--- src/rtl/oc_add_norm.sv ---
`default_nettype none
// ============================================================================
//  Module   : oc_add_norm
//  Purpose  : Sequential ones'-complement adder/subtractor for the result
//             register path. Each operation runs in three steps. The first
//             step is the raw sum. The second step is the end-around-carry
//             fold. An optional third step rewrites negative zero as
//             positive zero. The flags ovf, nz and zero are produced
//             together with the result.
//  Options  : `OC_NEG_ZERO_NORM_EN adds the NORM step. In that build an
//             all-ones (-0) result is cleared to +0 before completion.
//  Revision : 1.0 - initial release
// ============================================================================
module oc_add_norm #(
  parameter int N = 4
) (
  input  logic       clk,
  input  logic       rst_n,
  input  logic       start,
  input  logic       op,
  input  logic [N:0] a,
  input  logic [N:0] b,
  output logic       busy,
  output logic       done,
  output logic [N:0] rr,
  output logic       ovf,
  output logic       nz,
  output logic       zero
);

  // --------------------------------------------------------------------------
  // State encoding
  // --------------------------------------------------------------------------
  localparam logic [2:0] c_st_idle = 3'd0;
  localparam logic [2:0] c_st_sum  = 3'd1;
  localparam logic [2:0] c_st_eac  = 3'd2;
`ifdef OC_NEG_ZERO_NORM_EN
  localparam logic [2:0] c_st_norm = 3'd3;
`endif
  localparam logic [2:0] c_st_done = 3'd4;

  // --------------------------------------------------------------------------
  // Registers
  // --------------------------------------------------------------------------
  logic [2:0] r_state;
  logic [N:0] r_ra;      // latched operand A
  logic [N:0] r_rb;      // latched operand B, already inverted for subtract
  logic [N:0] r_s;       // raw sum bits from the SUM step
  logic       r_c;       // carry out of the SUM step, folded back in EAC
  logic [N:0] r_rr;
  logic       r_ovf;
  logic       r_nz;
  logic       r_zero;
  logic       r_busy;
  logic       r_done;

  // --------------------------------------------------------------------------
  // Combinational helpers
  // --------------------------------------------------------------------------
  logic [2:0]   w_next_state;
  logic [N+1:0] w_sum;       // {carry, sum} of the two latched operands
  logic [N:0]   w_eac;       // sum with the end-around carry added back
  logic [N:0]   w_b_eff;     // operand B as it enters the adder
  logic         w_eac_ones;  // folded result is all ones (-0)
  logic         w_eac_zero;  // folded result is all zeros (+0)

  assign w_b_eff    = op ? ~b : b;
  assign w_sum      = {1'b0, r_ra} + {1'b0, r_rb};
  assign w_eac      = r_s + {{N{1'b0}}, r_c};
  assign w_eac_ones = (w_eac == {(N+1){1'b1}});
  assign w_eac_zero = (w_eac == {(N+1){1'b0}});

  // Next-state decode. A start pulse is honoured only in IDLE, so a start
  // that arrives during an operation is dropped.
  always_comb begin
    w_next_state = r_state;
    case (r_state)
      c_st_idle: begin
        if (start) begin
          w_next_state = c_st_sum;
        end
      end
      c_st_sum: begin
        w_next_state = c_st_eac;
      end
      c_st_eac: begin
`ifdef OC_NEG_ZERO_NORM_EN
        w_next_state = c_st_norm;
`else
        w_next_state = c_st_done;
`endif
      end
`ifdef OC_NEG_ZERO_NORM_EN
      c_st_norm: begin
        w_next_state = c_st_done;
      end
`endif
      c_st_done: begin
        w_next_state = c_st_idle;
      end
      default: begin
        w_next_state = c_st_idle;
      end
    endcase
  end

  // State register plus registered busy/done. Both are derived from the next
  // state so they line up exactly with the state they describe.
  always_ff @(posedge clk or negedge rst_n) begin
    if (!rst_n) begin
      r_state <= c_st_idle;
      r_busy  <= 1'b0;
      r_done  <= 1'b0;
    end else begin
      r_state <= w_next_state;
      r_busy  <= (w_next_state != c_st_idle);
      r_done  <= (w_next_state == c_st_done);
    end
  end

  // Operand capture and raw sum. The inputs are only looked at on the
  // accepted start edge, so they are free to change afterwards.
  always_ff @(posedge clk or negedge rst_n) begin
    if (!rst_n) begin
      r_ra <= '0;
      r_rb <= '0;
      r_s  <= '0;
      r_c  <= 1'b0;
    end else begin
      if ((r_state == c_st_idle) && start) begin
        r_ra <= a;
        r_rb <= w_b_eff;
      end
      if (r_state == c_st_sum) begin
        r_s <= w_sum[N:0];
        r_c <= w_sum[N+1];
      end
    end
  end

  // Result and flags. They are written in EAC and, in the normalising build,
  // adjusted in NORM. They then hold until the next EAC. The nz flag keeps
  // reporting the raw -0 even after NORM clears rr.
  always_ff @(posedge clk or negedge rst_n) begin
    if (!rst_n) begin
      r_rr   <= '0;
      r_ovf  <= 1'b0;
      r_nz   <= 1'b0;
      r_zero <= 1'b0;
    end else begin
      if (r_state == c_st_eac) begin
        r_rr   <= w_eac;
        r_ovf  <= (r_ra[N] == r_rb[N]) && (w_eac[N] != r_ra[N]);
        r_nz   <= w_eac_ones;
        r_zero <= w_eac_zero || w_eac_ones;
      end
`ifdef OC_NEG_ZERO_NORM_EN
      if ((r_state == c_st_norm) && (r_rr == {(N+1){1'b1}})) begin
        r_rr <= '0;
      end
`endif
    end
  end

  // --------------------------------------------------------------------------
  // Outputs (all straight from flops)
  // --------------------------------------------------------------------------
  assign busy = r_busy;
  assign done = r_done;
  assign rr   = r_rr;
  assign ovf  = r_ovf;
  assign nz   = r_nz;
  assign zero = r_zero;

endmodule
`default_nettype wire

--- config.mk ---
export PLATFORM = sky130hd
export DESIGN_NAME = oc_add_norm
export DESIGN_NICKNAME = d
export VERILOG_FILES = /design/src/rtl/oc_add_norm.sv
export SDC_FILE = /design/constraint.sdc
export NUM_CORES = 1
export LEC_CHECK = 0
export BUFFER_PORTS_ARGS = -buffer_cell sky130_fd_sc_hd__clkbuf_2
export CORE_ASPECT_RATIO = 2
export CORE_MARGIN = 5
export CORE_UTILIZATION = 45
export DETAILED_ROUTE_END_ITERATION = 8
export HOLD_SLACK_MARGIN = 0.08
export PLACE_DENSITY = 0.62
export SLEW_MARGIN = 15
export SYNTH_ARGS = -nofsm -noshare
export SYNTH_HDL_FRONTEND = slang
export SYNTH_SLANG_ARGS = --single-unit
--- constraint.sdc ---
create_clock -name clk -period 2.35 [get_ports clk]
set_input_delay 0.47 -clock clk [delete_from_list [all_inputs] [get_ports clk]]
set_output_delay 0.47 -clock clk [all_outputs]
set_load 0.01 [all_outputs]
Yosys cells after proc, flatten, opt, wreduce, memory -nomap -nowiden:

Cells that the tools add are included.

* input bits: 14
* output and inout bits: 10
* logic and storage cells: 29
* flip-flop bits (word level): 29

* bitwise gates (word level): 1
* muxes and demuxes: 3
* $add $sub $neg: 2
* reduce and logical (&&, ||, !) cells: 6
* equal/unequal tests: 6

Operators by type and width (count)
* $pmux W3 S3: 1
* $add A5 B5 Y6: 1
* $add A5 B1 Y5: 1
* $eq A5 B5 Y1 const B: 1
* $logic_not A5 Y1: 1
* $mux W5: 1
* $not A5 Y5: 1
* $eq A3 B1 Y1 const B: 1
* $eq A3 B2 Y1 const B: 1
* $eq A3 B3 Y1 const B: 1
* $logic_not A3 Y1: 1
* $mux W3: 1
* $reduce_bool A3 Y1: 1
* $logic_and A1 B1 Y1: 2
* $eq A1 B1 Y1: 1
* $logic_or A1 B1 Y1: 1
* $ne A1 B1 Y1: 1

Longest topological paths before layout:

* word-level depth: 3
* gate-level depth with buffers: 6
* depth with buffers taken out: 6

Worst setup path before layout:

OpenSTA, ideal clock, no wires.

* kind: reg-to-reg
* start: register r_s[0]
* end: register r_zero (netlist: zero)
* data required time: 2.270 ns
* slack: 0.710 ns
* stages on the path, launching flop included: 7
* setup time: 0.080 ns
* arrival time: 1.560 ns
* clock period less this slack: 1.640 ns
* path buffers: 0
* path through: dfrtp_1 ha_1 ha_1 nor3_1 a31oi_1 or4_1 o211ai_2

* word-level cells in the longest chain between the ends: 3
* elaborated cells on any way between the ends: 4
* classes of those cells: add/sub (1); eq/ne (1); reduce/logical (2)

Ends and longest elaborated chain
* from (decl): line 48 `logic [N:0] r_s;`
* from (signal assigned): line 135 `r_s <= w_sum[N:0];`
* $add A5 B1 Y5 *: line 69 `assign w_eac = r_s + {{N{1'b0}}, r_c};`
* $eq A5 B5 Y1 or $logic_not A5 Y1 (tied branches): line 70, 71
* $logic_or A1 B1 Y1 *: line 155 `r_zero <= w_eac_zero || w_eac_ones;`
* to (signal assigned): line 155
* to (decl): line 53 `logic r_zero;`

Every way passes the cells marked *; elsewhere a longest branch is shown, timed or not.
A chain may end at the register's enable or synchronous reset.

Final worst setup path:

Same ends and word-level chain as after synthesis.

==> summary.md <==
| Metric | Value |
|---|---|
| Number of enable-type register cells in the synthesized netlist | `0` |
| Mean Syn Cell Area | `11.0 sq um` |
| Count of boundary I/O pins | `24` |
| Number of max-slew violations in the final report | `0` |
| Max incr delay on CP | `0.42 ns` |
| Vias/cell | `5.13` |
| Layout fillers | `about 280` |
| Util after Layout | `54.4%` |
| Via count of the first global-routing pass | `958` |
| Clock input transition at the sequential cells of the worst setup and hold paths | `0.06 ns` |
| Largest buffer count on any clock path | `2` |
| Post-route fraction of the period consumed by the critical path | `74.9%` |
| Count of vias placed by the detailed router | `between 900 and 1000` |
| Iteration count of the initial detailed-routing pass | `4` |
| Detailed Route WL | `2.29 mm` |
| Largest voltage drop on the vdd net | `0.756 mV` |
| Register area share after synthesis | `53.8%` |
| Synthesized net count | `145` |
| CP Buf/Inv Count | `0` |
| Pin count of the biggest net entering global routing | `30` |
| Ordered list of cells on the worst path | `ha_1 -> ha_1 -> nor3_1 -> a31oi_1 -> or4_1 -> o211ai_2` |
| Slowest library cell on the worst path | `sky130_fd_sc_hd__or4_1` |
| Total GRT Usage | `12.6%` |
| Clk Tree Root Cell | `sky130_fd_sc_hd__clkbuf_8` |
| Setup bufs post-CTS | `0` |
| Largest driver fanout on the critical path | `4` |
| Clk Latency, worst-skew pair | `around 0.27 ns` |
| Pwr Density | `1480 mW/mm^2` |
| ANT cells | `0` |
| Number of DRC markers in iteration 0 | `13` |
| Cell type group with the largest total delay on the critical path | `simple AND/OR/NAND/NOR gates` |
| Max-cap check violation count | `0` |
| Fraction of final layout cells with drive strength greater than 1 | `27.5%` |
| Final hold slack | `0.232 ns` |
| Kind of capture point of the worst setup path | `register` |
| Initial Util | `about 46%` |
| Tightest Hold Check Type | `in -> async` |
| Distinct cell type count of the synthesized netlist | `26` |
| Pre-CTS WS | `0.594 ns` |
| Setup TNS after final layout | `0 ns` |
| Total leakage power | `between 0.7 and 0.8 nW` |
| Final period demand of the worst path | `roughly 1.8 ns` |
| Critical path's most frequent cell | `sky130_fd_sc_hd__ha_1` |
| TritonCTS clock tree | `yes` |
| Post-Synthesis Cell Area | `0.00135 sq mm` |
| Input/output buffers | `23` |
| Chip height | `roughly 87 microns` |
| Non-Filler Cell Area, Final | `0.00160 sq mm` |
| Count of standard-cell rows | `28` |
| Number of nets with antenna violations after detailed routing | `0` |
| Count of synthesis-stage warnings from yosys | `0` |
| Hold bufs inserted after CTS | `0` |
| Area of the core | `0.00294 sq mm` |
| Synthesis-stage register bit count | `29` |
| Post-cts repair resize count | `0` |
| Smallest setup slack after layout | `~0.59 ns` |
| Die boundary width | `roughly 50 microns` |
| Area after DPL | `0.00150 sq mm` |
| Number of design rule violations left after detail routing | `0` |
| Max frequency | `568 MHz` |
| Most used flip-flop cell after synthesis | `sky130_fd_sc_hd__dfrtp_1` |
| FFs w/ async S/R, synth | `between 90% and 100%` |
| Arrival time of data at the critical path endpoint | `1.96 ns` |
| Max_slew headroom | `50.3%` |
| Actual slew at the worst max-slew pin | `~0.74 ns` |
| Critical Path Start Type | `register` |
| Antenna violations before repair | `0` |
| Relative area change from synthesis to final layout | `18.5%` |
| Net count, final | `174` |
| DP Wirelength | `1.78 mm` |
| Worst Path Class, Setup | `reg -> reg` |
| Endpoint required time on the critical path | `2.55 ns` |
| Worst Clk Skew | `0.00350 ns` |
| First-pass GRT wire length | `a little over 4 mm` |
| Mean routed wirelength per cell | `~13 microns` |
| TritonCTS buffer count | `5` |
| Synth Instances | `123` |
| Status | `completed` |
| Congestion Overflow GR | `0` |
| Deepest level of the CTS H-tree | `2` |
| RSZ-0062 raised after global routing | `false` |
| Final number of hold-violating endpoints | `0` |
| Routability congestion estimate | `slightly below 0.8` |
| Clock net sink count | `29` |
| # setup viols final | `0` |
| Total Die Area | `0.00426 sq mm` |
==> layout make-up <==
| type | instances | area (sq um) | share of cell area [%] |
|---|---|---|---|
| multi-input cells | 89 | 602 | 37.6 |
| well taps | 30 | 37.5 | 2.35 |
| flip-flops and latches | 29 | 726 | 45.3 |
| inverters | 3 | 11.3 | 0.704 |
| clock buffers | 7 | 96.3 | 6.02 |
| clock inverters | 1 | 5.00 | 0.313 |
| repair buffers | 24 | 123 | 7.66 |
==> layout by cell type, fill, tap and decap left out <==
cell / instances
sky130_fd_sc_hd__xor2_1: 3
sky130_fd_sc_hd__nand3_2: 1
sky130_fd_sc_hd__clkbuf_2: 23
sky130_fd_sc_hd__dfrtp_1: 29
sky130_fd_sc_hd__a21oi_1: 9
sky130_fd_sc_hd__inv_2: 1
sky130_fd_sc_hd__ha_1: 7
sky130_fd_sc_hd__a2111oi_0: 1
sky130_fd_sc_hd__inv_1: 2
sky130_fd_sc_hd__fa_1: 1
sky130_fd_sc_hd__nand2_2: 1
sky130_fd_sc_hd__clkinv_2: 1
sky130_fd_sc_hd__nor4b_4: 1
sky130_fd_sc_hd__nand3_1: 3
sky130_fd_sc_hd__nand2_1: 22
sky130_fd_sc_hd__a31oi_1: 1
sky130_fd_sc_hd__nor3_1: 3
sky130_fd_sc_hd__or4_1: 1
sky130_fd_sc_hd__xnor2_1: 10
sky130_fd_sc_hd__a21o_1: 3
sky130_fd_sc_hd__o21ai_0: 2
sky130_fd_sc_hd__o211ai_2: 1
sky130_fd_sc_hd__nor2_1: 12
sky130_fd_sc_hd__o31ai_1: 1
sky130_fd_sc_hd__mux2_2: 5
sky130_fd_sc_hd__or3_1: 1
sky130_fd_sc_hd__clkbuf_8: 7
sky130_fd_sc_hd__buf_4: 1
==> path summary, 6_finish.rpt <==
| path | start | to | slack (ns) | cells after the start |
|---|---|---|---|---|
| min in group clk | a[4] | r_ra[4]$_DFFE_PN0P_ | 0.43 | 2 |
| max in group asynchronous | rst_n | r_ra[2]$_DFFE_PN0P_ | 1.66 | 1 |
| hold / removal | rst_n | done$_DFF_PN0_ | 0.23 | 1 |
| setup reg to reg | r_s[0]$_DFFE_PN0N_ | zero$_DFFE_PN0P_ | 0.59 | 6 |
| hold reg to reg | rr[3]$_DFFE_PN0P_ | rr[3]$_DFFE_PN0P_ | 0.47 | 2 |
| setup / recovery | r_s[0]$_DFFE_PN0N_ | zero$_DFFE_PN0P_ | 0.59 | 6 |
==> synthesized netlist by cell type (2+ instances only) <==
| library cell | number | area, sq um |
|---|---|---|
| sky130_fd_sc_hd__a21oi_1 | 9 | 45.0 |
| sky130_fd_sc_hd__dfrtp_1 | 29 | 726 |
| sky130_fd_sc_hd__nand3_1 | 3 | 15.0 |
| sky130_fd_sc_hd__o21ai_0 | 2 | 10.0 |
| sky130_fd_sc_hd__xnor2_1 | 10 | 87.6 |
| sky130_fd_sc_hd__nor3_1 | 3 | 15.0 |
| sky130_fd_sc_hd__mux2_2 | 5 | 56.3 |
| sky130_fd_sc_hd__nor2_1 | 12 | 45.0 |
| sky130_fd_sc_hd__inv_1 | 2 | 7.51 |
| sky130_fd_sc_hd__xor2_1 | 3 | 26.3 |
| sky130_fd_sc_hd__nand2_1 | 22 | 82.6 |
| sky130_fd_sc_hd__a21o_1 | 3 | 22.5 |
| sky130_fd_sc_hd__ha_1 | 7 | 87.6 |
==> metrics by stage <==
stage,instances,total power [mW]
floorplan,123,1.68
global placement,175,1.92
detailed placement,175,1.95
CTS,183,2.41
global route,183,2.59
finish,183,2.37
==> power by group <==
group	switching [mW]	internal, mW
clock network	0.179	0.264
registers	0.171	0.735
logic	0.534	0.485
==> sequential cells by signal, summed over array words and instances, names as in the netlist <==
signal	flops
r_s	5
r_ra	5
r_c	1
r_state	3
done	1
ovf	1
zero	1
r_rb	5
nz	1
rr	5
busy	1
==> per-layer routing <==
metal | vias to the layer above | global-route usage, % | routed length (microns)
li1 | 476 | - | -
met1 | 433 | 10.5 | 806
met2 | 23 | 23.8 | 1310
met3 | 6 | 4.29 | 117
met4 | 0 | 8.33 | 63
met5 | - | 0 | 0
==> cell families after synthesis <==
| kind of cell | count (synthesis) | share of synthesized area (%) |
|---|---|---|
| and+or+nand+nor | 45 | 15.7 |
| DFF | 29 | 53.8 |
| AOI/OAI and AO/OA | 18 | 8.34 |
| xor gates and xnor gates | 13 | 8.43 |
| adders and majority gates | 8 | 7.97 |
| buffers and inverters | 5 | 1.67 |
| muxes | 5 | 4.17 |
Power figures use the tool's default switching activity.
